--- config.mk ---
export PLATFORM = sky130hd
export DESIGN_NAME = ex_muldiv_flat
export DESIGN_NICKNAME = d
export VERILOG_FILES = /design/src/rtl/ex_muldiv_pkg.sv /design/src/rtl/ex_muldiv_if.sv /design/src/rtl/ex_muldiv_md_div_core.sv /design/src/rtl/ex_muldiv.sv /design/src/flat_wrapper.sv
export SDC_FILE = /design/constraint.sdc
export NUM_CORES = 2
export LEC_CHECK = 0
export CAP_MARGIN = 40
export CORE_AREA = 5 5 323 325
export DETAILED_ROUTE_END_ITERATION = 10
export DIE_AREA = 0 0 328 330
export PLACE_DENSITY = 0.68
export SKIP_CTS_REPAIR_TIMING = 1
export SLEW_MARGIN = 20
export SYNTH_ARGS = -nofsm -noshare
export SYNTH_HDL_FRONTEND = slang
export SYNTH_HIERARCHICAL = 1
export SYNTH_SLANG_ARGS = --single-unit
--- constraint.sdc ---
create_clock -name clk -period 27.2 [get_ports clk]
set_clock_uncertainty 0.2 [all_clocks]
set_input_delay 6.8 -clock clk [delete_from_list [all_inputs] [get_ports clk]]
set_output_delay 6.8 -clock clk [all_outputs]
set_load 0.03 [all_outputs]
--- src/rtl/ex_muldiv_pkg.sv ---
// Shared definitions for the ex_muldiv RV32M unit: op codes, FSM states, divide constants.
package ex_muldiv_pkg;

    localparam int DATA_WIDTH   = 32;
    localparam int ALU_OP_WIDTH = 5;

    // M-extension ops are contiguous; anything outside ALU_MUL..ALU_REMU is not a request.
    localparam logic [ALU_OP_WIDTH-1:0] ALU_MUL    = 5'd16;
    localparam logic [ALU_OP_WIDTH-1:0] ALU_MULH   = 5'd17;
    localparam logic [ALU_OP_WIDTH-1:0] ALU_MULHSU = 5'd18;
    localparam logic [ALU_OP_WIDTH-1:0] ALU_MULHU  = 5'd19;
    localparam logic [ALU_OP_WIDTH-1:0] ALU_DIV    = 5'd20;
    localparam logic [ALU_OP_WIDTH-1:0] ALU_DIVU   = 5'd21;
    localparam logic [ALU_OP_WIDTH-1:0] ALU_REM    = 5'd22;
    localparam logic [ALU_OP_WIDTH-1:0] ALU_REMU   = 5'd23;

    localparam logic [DATA_WIDTH-1:0] DIV_ZERO_Q = '1;
    localparam logic [DATA_WIDTH-1:0] DIV_OVF_Q  = 32'h8000_0000;

    typedef enum logic [2:0] {
        ST_IDLE = 3'd0,
        ST_MUL  = 3'd1,
        ST_DIV  = 3'd2,
        ST_FIX  = 3'd3,
        ST_DONE = 3'd4
    } md_state_t;

    function automatic logic op_valid(input logic [ALU_OP_WIDTH-1:0] op);
        return (op >= ALU_MUL) && (op <= ALU_REMU);
    endfunction

endpackage

--- src/rtl/ex_muldiv_if.sv ---
// Request/response bundle between issue logic and the ex_muldiv unit.
interface ex_muldiv_if import ex_muldiv_pkg::*; ();
    // Handshake: a request is a valid m_AluOp; it is taken in a cycle where md_busy=0 and
    // md_flush=0, otherwise the master holds it unchanged. md_done pulses one cycle with the result.
    logic [ALU_OP_WIDTH-1:0] m_AluOp;
    logic [DATA_WIDTH-1:0]   m_s1;
    logic [DATA_WIDTH-1:0]   m_s2;
    logic [1:0]              m_prio;
    logic                    md_flush;
    logic                    md_busy;
    logic                    md_done;
    logic [DATA_WIDTH-1:0]   md_result;
    logic [1:0]              md_slot;
    logic [2:0]              md_state;

    modport master (
        output m_AluOp, m_s1, m_s2, m_prio, md_flush,
        input  md_busy, md_done, md_result, md_slot, md_state
    );

    modport slave (
        input  m_AluOp, m_s1, m_s2, m_prio, md_flush,
        output md_busy, md_done, md_result, md_slot, md_state
    );
endinterface

--- src/rtl/ex_muldiv_md_div_core.sv ---
// Radix-2 restoring divider on unsigned magnitudes; one quotient bit per cycle.
module md_div_core import ex_muldiv_pkg::*; #(
    parameter int DIV_CNT_W = 6
) (
    input  logic                  clk,
    input  logic                  rst,
    input  logic                  i_start,
    input  logic                  i_flush,
    input  logic [DATA_WIDTH-1:0] i_dividend,
    input  logic [DATA_WIDTH-1:0] i_divisor,
    output logic                  o_done,
    output logic [DATA_WIDTH-1:0] o_quo,
    output logic [DATA_WIDTH-1:0] o_rem
);
    logic [DIV_CNT_W-1:0]  r_cnt;
    logic                  r_run;
    logic [DATA_WIDTH-1:0] r_quo;
    logic [DATA_WIDTH-1:0] r_rem;
    logic [DATA_WIDTH-1:0] r_dvs;
    logic [DATA_WIDTH:0]   w_shift;
    logic [DATA_WIDTH:0]   w_diff;

    // Partial remainder needs one extra bit after the shift; a set MSB in the difference means restore.
    assign w_shift = {r_rem, r_quo[DATA_WIDTH-1]};
    assign w_diff  = w_shift - {1'b0, r_dvs};
    assign o_done  = r_run && (r_cnt == '0);
    assign o_quo   = r_quo;
    assign o_rem   = r_rem;

    always_ff @(posedge clk) begin
        if (rst) begin
            r_cnt <= '0;
            r_run <= 1'b0;
            r_quo <= '0;
            r_rem <= '0;
            r_dvs <= '0;
        end else if (i_flush) begin
            r_run <= 1'b0;
        end else if (i_start) begin
            r_cnt <= DIV_CNT_W'(DATA_WIDTH - 1);
            r_run <= 1'b1;
            r_quo <= i_dividend;
            r_rem <= '0;
            r_dvs <= i_divisor;
        end else if (r_run) begin
            if (!w_diff[DATA_WIDTH]) begin
                r_rem <= w_diff[DATA_WIDTH-1:0];
                r_quo <= {r_quo[DATA_WIDTH-2:0], 1'b1};
            end else begin
                r_rem <= w_shift[DATA_WIDTH-1:0];
                r_quo <= {r_quo[DATA_WIDTH-2:0], 1'b0};
            end
            if (r_cnt == '0) begin
                r_run <= 1'b0;
            end else begin
                r_cnt <= r_cnt - DIV_CNT_W'(1);
            end
        end
    end
endmodule

--- src/rtl/ex_muldiv.sv ---
// Iterative RV32M multiply/divide unit: FSM, two-cycle multiplier and divide sign fix-up.
// Optional MULDIV_EARLY_OUT_EN: divides with |dividend| < |divisor| complete in one cycle.
module ex_muldiv import ex_muldiv_pkg::*; #(
    parameter int DIV_CNT_W = 6
) (
    input  logic        clk,
    input  logic        rst,
    ex_muldiv_if.slave  bus
);
    md_state_t               r_state;
    logic [ALU_OP_WIDTH-1:0] r_op;
    logic [DATA_WIDTH-1:0]   r_a;
    logic [DATA_WIDTH-1:0]   r_b;
    logic [1:0]              r_tag;
    logic                    r_neg_q;
    logic                    r_neg_r;
    logic [DATA_WIDTH-1:0]   r_result;
    logic [1:0]              r_slot;

    logic                    w_accept, w_is_div, w_is_rem, w_signed_div;
    logic                    w_s1_neg, w_s2_neg, w_div_zero, w_div_ovf, w_early, w_start;
    logic [DATA_WIDTH-1:0]   w_mag1, w_mag2;
    logic                    w_a_sgn, w_b_sgn;
    logic [63:0]             w_a64, w_b64, w_prod;
    logic [DATA_WIDTH-1:0]   w_mul_res, w_div_res, w_quo, w_rem;
    logic                    w_div_done;

    assign w_accept     = (r_state == ST_IDLE) && op_valid(bus.m_AluOp) && !bus.md_flush;
    assign w_is_div     = bus.m_AluOp >= ALU_DIV;
    assign w_is_rem     = (bus.m_AluOp == ALU_REM) || (bus.m_AluOp == ALU_REMU);
    assign w_signed_div = (bus.m_AluOp == ALU_DIV) || (bus.m_AluOp == ALU_REM);
    assign w_s1_neg     = w_signed_div && bus.m_s1[DATA_WIDTH-1];
    assign w_s2_neg     = w_signed_div && bus.m_s2[DATA_WIDTH-1];
    assign w_mag1       = w_s1_neg ? (DATA_WIDTH'(0) - bus.m_s1) : bus.m_s1;
    assign w_mag2       = w_s2_neg ? (DATA_WIDTH'(0) - bus.m_s2) : bus.m_s2;
    assign w_div_zero   = (bus.m_s2 == '0);
    assign w_div_ovf    = w_signed_div && (bus.m_s1 == DIV_OVF_Q) && (bus.m_s2 == '1);
`ifdef MULDIV_EARLY_OUT_EN
    assign w_early      = (w_mag1 < w_mag2);
`else
    assign w_early      = 1'b0;
`endif
    assign w_start      = w_accept && w_is_div && !w_div_zero && !w_div_ovf && !w_early;

    // Sign-extend to 64 bits; the low 64 bits of the wrapped product equal the true product.
    assign w_a_sgn   = (r_op == ALU_MULH) || (r_op == ALU_MULHSU);
    assign w_b_sgn   = (r_op == ALU_MULH);
    assign w_a64     = {{32{w_a_sgn & r_a[DATA_WIDTH-1]}}, r_a};
    assign w_b64     = {{32{w_b_sgn & r_b[DATA_WIDTH-1]}}, r_b};
    assign w_prod    = w_a64 * w_b64;
    assign w_mul_res = (r_op == ALU_MUL) ? w_prod[31:0] : w_prod[63:32];

    assign w_div_res = ((r_op == ALU_REM) || (r_op == ALU_REMU))
                     ? (r_neg_r ? (DATA_WIDTH'(0) - w_rem) : w_rem)
                     : (r_neg_q ? (DATA_WIDTH'(0) - w_quo) : w_quo);

    md_div_core #(.DIV_CNT_W(DIV_CNT_W)) u_div (
        .clk        (clk),
        .rst        (rst),
        .i_start    (w_start),
        .i_flush    (bus.md_flush),
        .i_dividend (w_mag1),
        .i_divisor  (w_mag2),
        .o_done     (w_div_done),
        .o_quo      (w_quo),
        .o_rem      (w_rem)
    );

    always_ff @(posedge clk) begin
        if (rst) begin
            r_state  <= ST_IDLE;
            r_op     <= '0;
            r_a      <= '0;
            r_b      <= '0;
            r_tag    <= '0;
            r_neg_q  <= 1'b0;
            r_neg_r  <= 1'b0;
            r_result <= '0;
            r_slot   <= '0;
        end else begin
            case (r_state)
                ST_IDLE: if (w_accept) begin
                    r_op    <= bus.m_AluOp;
                    r_a     <= bus.m_s1;
                    r_b     <= bus.m_s2;
                    r_tag   <= bus.m_prio;
                    r_neg_q <= w_s1_neg ^ w_s2_neg;
                    r_neg_r <= w_s1_neg;
                    if (!w_is_div) begin
                        r_state <= ST_MUL;
                    end else if (w_div_zero || w_div_ovf || w_early) begin
                        r_state <= ST_DONE;
                        r_slot  <= bus.m_prio;
                        if (w_div_zero)     r_result <= w_is_rem ? bus.m_s1 : DIV_ZERO_Q;
                        else if (w_div_ovf) r_result <= w_is_rem ? '0 : DIV_OVF_Q;
                        else                r_result <= w_is_rem ? bus.m_s1 : '0;
                    end else begin
                        r_state <= ST_DIV;
                    end
                end
                ST_MUL: if (bus.md_flush) r_state <= ST_IDLE;
                        else begin
                            r_state  <= ST_DONE;
                            r_result <= w_mul_res;
                            r_slot   <= r_tag;
                        end
                ST_DIV: if (bus.md_flush)   r_state <= ST_IDLE;
                        else if (w_div_done) r_state <= ST_FIX;
                ST_FIX: if (bus.md_flush) r_state <= ST_IDLE;
                        else begin
                            r_state  <= ST_DONE;
                            r_result <= w_div_res;
                            r_slot   <= r_tag;
                        end
                default: r_state <= ST_IDLE;
            endcase
        end
    end

    assign bus.md_busy   = (r_state != ST_IDLE);
    assign bus.md_done   = (r_state == ST_DONE);
    assign bus.md_result = r_result;
    assign bus.md_slot   = r_slot;
    assign bus.md_state  = r_state;
endmodule

--- src/flat_wrapper.sv ---
// flat-port wrapper written by rule: the top's interface ports become plain ports
module ex_muldiv_flat import ex_muldiv_pkg::*;
#(
    parameter int DIV_CNT_W = 6
)
  (clk, rst, bus_m_AluOp, bus_m_s1, bus_m_s2, bus_m_prio, bus_md_flush, bus_md_busy, bus_md_done, bus_md_result, bus_md_slot, bus_md_state);
  ex_muldiv_if bus_i ();
  input  logic clk;
  input  logic rst;
  input wire logic [$bits(bus_i.m_AluOp)-1:0] bus_m_AluOp;
  input wire logic [$bits(bus_i.m_s1)-1:0] bus_m_s1;
  input wire logic [$bits(bus_i.m_s2)-1:0] bus_m_s2;
  input wire logic [$bits(bus_i.m_prio)-1:0] bus_m_prio;
  input wire logic [$bits(bus_i.md_flush)-1:0] bus_md_flush;
  output wire logic [$bits(bus_i.md_busy)-1:0] bus_md_busy;
  output wire logic [$bits(bus_i.md_done)-1:0] bus_md_done;
  output wire logic [$bits(bus_i.md_result)-1:0] bus_md_result;
  output wire logic [$bits(bus_i.md_slot)-1:0] bus_md_slot;
  output wire logic [$bits(bus_i.md_state)-1:0] bus_md_state;
  assign bus_i.m_AluOp = bus_m_AluOp;
  assign bus_i.m_s1 = bus_m_s1;
  assign bus_i.m_s2 = bus_m_s2;
  assign bus_i.m_prio = bus_m_prio;
  assign bus_i.md_flush = bus_md_flush;
  assign bus_md_busy = bus_i.md_busy;
  assign bus_md_done = bus_i.md_done;
  assign bus_md_result = bus_i.md_result;
  assign bus_md_slot = bus_i.md_slot;
  assign bus_md_state = bus_i.md_state;
  ex_muldiv #(.DIV_CNT_W(DIV_CNT_W)) u_core (.clk(clk), .rst(rst), .bus(bus_i));
endmodule
# Yosys cells after proc, flatten, opt, wreduce, memory -nomap -nowiden
# Index checks and enable logic that the tools add are counted.
# totals
reg_bits	213
latch_bits	0
ramBits	0
romBits	0
in_bits	74
out_inout_bits	39
memories	0
# classes
add_sub_neg	6
n_mul	1
div	0
n_lt_le_gt_ge	3
eq_ne	22
n_shift	0
muxes	41
bitwise_logic	4
reduce_logical	35
# ops
cell	n
$mux 32	21
$sub 1x32->32 const A	4
$pmux 32 s3	1
$eq 32x32->1 const B	2
$mul 33x33->64	1
$eq 5x5->1 const B	8
$sub 33x32->33	1
$logic_not 32->1	1
$mux 3	6
$mux 6	3
$logic_and 1x1->1	11
$ge 5x5->1 const B	2
$ne 2x2->1 const B	5
$pmux 3 s3	1
$mux 2	4
$reduce_and 2->1	4
$eq 3x2->1 const B	2
$logic_not 6->1	1
$reduce_and 6->1	1
$reduce_bool 3->1	2
$sub 6x1->6 const B	1
$le 5x5->1 const B	1
$logic_or 1x1->1	5
$reduce_and 5->1	1
14 further kinds	23

# Depth between registers and ports, before layout
# logic_depth
depth_word	10
mapped_depth	31
ltp_nobuf	29

# By module
# The synthesis kept the hierarchy.
# by_module_without_submodules
module	instances	cells_per_inst	area_per_inst_um2
ex_muldiv	1	5437	46113.0
md_div_core	1	749	5903.2

# Worst setup path after synthesis
# Ideal clock, no wire load.
# synth_timing
path_type	input-to-reg
start	in bus_m_s2[13]
end	reg u_core.u_div.r_cnt[2]
arrival_time_ns	9.470
t_required_ns	26.868
setup_slack_ns	17.397
path_stages	13
n_path_buf	2
path_cell_list	or4_4 -> or4_4 -> nor4_4 -> nor4b_4 -> or2_2 -> nor3_1 -> clkbuf_1 -> nand2b_1 -> clkbuf_1 -> o21ai_0 -> nand2_1 -> xor2_1 -> a21oi_1
# synth_between
elab_chain_len	6
# synth_lines
item	line_no	source
start, declared	flat_wrapper.sv:12	input wire logic [$bits(bus_i.m_s2)-1:0] bus_m_s2;
$eq 32x32->1 / $logic_not 32->1 (equally long branches)	ex_muldiv.sv:37, ex_muldiv.sv:36	
$logic_and 1x1->1 / $logic_not 1->1 (equally long branches)	ex_muldiv.sv:37, ex_muldiv.sv:43	
$logic_not 1->1 / $logic_and 1x1->1 (equally long branches)	ex_muldiv.sv:43	assign w_start = w_accept && w_is_div && !w_div_zero && !w_div_ovf && !w_early;
$logic_and 1x1->1 *	ex_muldiv.sv:43	
net u_core.w_start	ex_muldiv.sv:21	logic w_s1_neg, w_s2_neg, w_div_zero, w_div_ovf, w_early, w_start;
$ne 2x2->1 (no source line) / $reduce_bool 2->1 (equally long branches)	-	
$reduce_and 3->1 (no source line)	-	
end signal, assigned	ex_muldiv_md_div_core.sv:40	r_cnt <= DIV_CNT_W'(DATA_WIDTH - 1);
end signal, assigned	ex_muldiv_md_div_core.sv:56	r_cnt <= r_cnt - DIV_CNT_W'(1);
end, declared	ex_muldiv_md_div_core.sv:15	logic [DIV_CNT_W-1:0] r_cnt;
# Mark *: on every way through the listed nets, which the timed path passes. The rest lies on a longest branch.
# A chain may end at the register's enable or synchronous reset.

# Worst setup path after layout
# layout_timing
start	in bus_m_s2[0]
end	reg u_core.u_div.r_rem[28], in the netlist u_core/u_div/o_rem[28]
# layout_between
elab_chain_len	6
# layout_lines
item	line_no	source
$eq 32x32->1 / $logic_not 32->1 (equally long branches)	ex_muldiv.sv:37, ex_muldiv.sv:36	
$logic_and 1x1->1 / $logic_not 1->1 (equally long branches)	ex_muldiv.sv:37, ex_muldiv.sv:43	
$logic_not 1->1 / $logic_and 1x1->1 (equally long branches)	ex_muldiv.sv:43	
$logic_and 1x1->1 *	ex_muldiv.sv:43	
net u_core.w_start	ex_muldiv.sv:21	
$reduce_bool 2->1 (no source line)	-	
$reduce_and 2->1 (no source line)	-	
end signal, assigned	ex_muldiv_md_div_core.sv:47	r_rem <= w_diff[DATA_WIDTH-1:0];
end signal, assigned	ex_muldiv_md_div_core.sv:50	r_rem <= w_shift[DATA_WIDTH-1:0];
end, declared	ex_muldiv_md_div_core.sv:18	logic [DATA_WIDTH-1:0] r_rem;
# Marks and branches as above.

==> results.md <==
* Clock Sinks at 213
* Slew HR at 37.16%
* Post-DP Area at 54,270 um2
* Post-Syn Instances at 6,186
* Vias per cell at 5.617
* Count of cell types in the netlist at 81
* Fin crit period at 10,980 ps
* IO buf count at 112
* CTS tree: done
* Synth Register Bits at 213
* Worst hold path type: reg2reg
* Met3 usage at 3.397%
* Setup TNS Final at 0 ps
* Root Buffer: clkbuf_16
* Maximum vdd drop at 40.40 uV
* Full die area at 108,200 um2
* Final setup violation count at 0
* CTS max path bufs at 3
* Layout area overhead at 6.054%
* Wire per inst at 20.37 um
* Initial Utilization at 51.42%
* Post-DP HPWL at 122,200 um
* Number of synthesized flops with an enable pin at 0
* Die width at 328 um
* Warnings, synthesis at 6
* Leading cell type in the layout, fill and taps excluded: inv_1
* Pwr per Cell Area at 16.81 nW/um2
* CP Launch Type: input pin
* Residual DRC at 0
* Crit-path cells: clkdlybuf4s50_1, inv_1, ha_1, nor3b_1, nand4_1, nor4_4, nor4b_4, or2_2, nor3_2, buf_4, nor2_1, nor2_4, buf_4, nor2_4, nand2_1, o21ai_1
* CP Capture Type: register
* DR pass1 iterations at 6
* Most Crowded Layer GR: met2
* Overflow after GRT at 0
* Final hold vios at 0
* Syn Area/Cell at 8.409 um2
* Fmax at 91.09 MHz
* Routed wire length at 151,400 um
* Syn_nets at 7,637
* Worst-margin pin slew at 941.3 ps
* Tcrit/Tclk final at 40.36%
* First-pass GRT wire length at 245,500 um
* M1 GR Usage at 38.56%
* Clock transition at the registers of the reported paths at 60 ps
* Seq/Total Area, Yosys at 8.198%
* Finished Cell Area at 55,170 um2
* Static leakage at 24.68 nW
* Via count at 41,744
* Synth Cell Area at 52,020 um2
* Pin count of the biggest net entering global routing at 113
* Final net count at 7,496
* Cts bufs inserted at 23
* Post-route ant nets at 0
* Max-slew violations at 0
* Post-synth ARST share at 0%
* Gpl congestion at 1.008
* WP data arrival at 11,240 ps
* Leading cell types in the layout, fill and taps excluded: inv_1 (1,230), nand2_1 (1,127), fa_1 (1,126)
* Initial antenna violation count at 2
* Status: complete, no violations
* Die height at 330 um
* Vias in the first global route at 44,017
* Rows at 117
* Share of layout cells above drive strength 1 at 3.118%
* Core ar. at 101,200 um2
* Fillers at 9,381
* Predominant post-synthesis flop cell: dfxtp_1
* Boundary pin count at 113
* Total power at 0.0009274 W
* Total track usage at 28.57%
* Met2 Use GR at 48.72%
* Highest-delay cell along the critical path: nor2_4
* Crit path max fanout at 65
* Worst Path Required at 27,470 ps
* Core Util, Final at 54.54%
* Initial DRC count at 2,962
* Crit Path Class: in2reg
* Unrepaired setup endpoints after global routing: no
* Skew-Pair Late Insertion Delay at 540 ps
* Max-cap violations at 0
* Critical Path Max Stage Delay at 620 ps
* H-Tree Depth at 1
==> logic make-up (layout without fill, tap and decap cells) <==
logic type / after synthesis / count (layout) / synth area share (%)
adders and majority gates: 1377 / 1377 / 49.37
AOI/OAI and AO/OA: 725 / 725 / 8.874
muxes: 47 / 47 / 0.9068
buffers and inverters: 1604 / 1480 / 11.63
DFF: 213 / 213 / 8.198
xor gates and xnor gates: 209 / 209 / 3.519
other: 0 / 2 / 0
and+or+nand+nor: 2011 / 2011 / 17.50
==> sequential cells by signal, indices dropped and copies added, names as in the netlist, 3 cells and up <==
| name | flops |
|---|---|
| u_core/r_b | 32 |
| u_core/r_op | 5 |
| u_core/bus.md_result | 32 |
| u_core/u_div/o_quo | 32 |
| u_core/u_div/o_rem | 32 |
| u_core/u_div/r_cnt | 6 |
| u_core/u_div/r_dvs | 32 |
| u_core/bus.md_state | 3 |
| u_core/r_a | 32 |
==> layer usage <==
metal  vias up  part of all wire [%]
li1      18471                     -
met1     21476                    41
met2      1493                    48
met3       304                   6.3
met4         0                   4.0
met5         -                     0
==> worst max-delay path, delay by kind of cell <==
family / cells / cell delay, ps
compound gates: 1 / 110
fa+ha+maj: 1 / 190
buf+inv: 4 / 1290
simple gates: 10 / 2820
==> where the power goes <==
part	leakage (nW)	switching, W	internal, W	total [W]
logic	22.5	0.000166	0.0000786	0.000245
registers	1.73	0.00000748	0.000318	0.000326
clock network	0.414	0.000139	0.000217	0.000357
==> path summary, 6_finish.rpt <==
kind / slack (ps) / end / startpoint / cells past startpoint
hold reg to reg: 250 / u_core/r_a[13] / u_core/r_a[13] / 2
setup / recovery: 16220 / u_core/u_div/o_rem[28] / bus_m_s2[0] / 16
setup reg to reg: 17190 / u_core/bus.md_result[28] / u_core/r_op[0] / 26
hold / removal: 250 / u_core/r_a[13] / u_core/r_a[13] / 2
==> final cells by class <==
cell class,instances,area (um2),area share (%)
diodes,2,5.005,0.009072
clock buffers,30,651.9,1.182
clock inverters,12,197.7,0.3584
inverters,1230,4617,8.369
multi-input cells,4369,41740,75.67
flip-flops and latches,213,4274,7.748
well taps,1368,1712,3.103
repair buffers,208,1964,3.561
==> metrics by stage <==
step           worst slack [ps]  hold slack [ps]  instances
3_5_place_dp              15720            244.4       7385
3_3_place_gp              15340            242.4       7374
5_1_grt                   15900            273.1       7430
4_1_cts                   16250            253.5       7427
6_report                  16220            253.9       7432
2_1_floorplan             17400            236.3       6186
==> synth_stat cells (16+ instances only) <==
| master | count | share of area [%] |
|---|---|---|
| inv_1 | 1230 | 8.9 |
| nand2_1 | 1127 | 8.1 |
| fa_1 | 1126 | 43 |
| clkbuf_1 | 353 | 2.5 |
| and2_1 | 324 | 3.9 |
| nor2_1 | 268 | 1.9 |
| a21oi_1 | 257 | 2.5 |
| ha_1 | 251 | 6.0 |
| dfxtp_1 | 213 | 8.2 |
| xnor2_1 | 125 | 2.1 |
| o21ai_0 | 119 | 1.1 |
| xor2_1 | 84 | 1.4 |
| a211oi_1 | 72 | 1.0 |
| nor3_1 | 52 | 0.50 |
| mux2i_1 | 46 | 0.89 |
| a21o_1 | 38 | 0.55 |
| nand3_1 | 36 | 0.35 |
| nand4_1 | 36 | 0.43 |
| o31ai_1 | 34 | 0.49 |
| nor4_1 | 26 | 0.31 |
| nand2b_1 | 25 | 0.30 |
| a31oi_1 | 19 | 0.23 |
| or2_2 | 19 | 0.23 |
| nor2b_1 | 18 | 0.22 |
| o41ai_1 | 18 | 0.30 |
| and3_1 | 17 | 0.20 |
| o211ai_1 | 17 | 0.25 |
| or3_1 | 17 | 0.20 |
| or4_1 | 17 | 0.25 |
| o21ai_1 | 16 | 0.15 |
| o21bai_1 | 16 | 0.23 |
No activity file was read; power rests on OpenSTA's default activity.
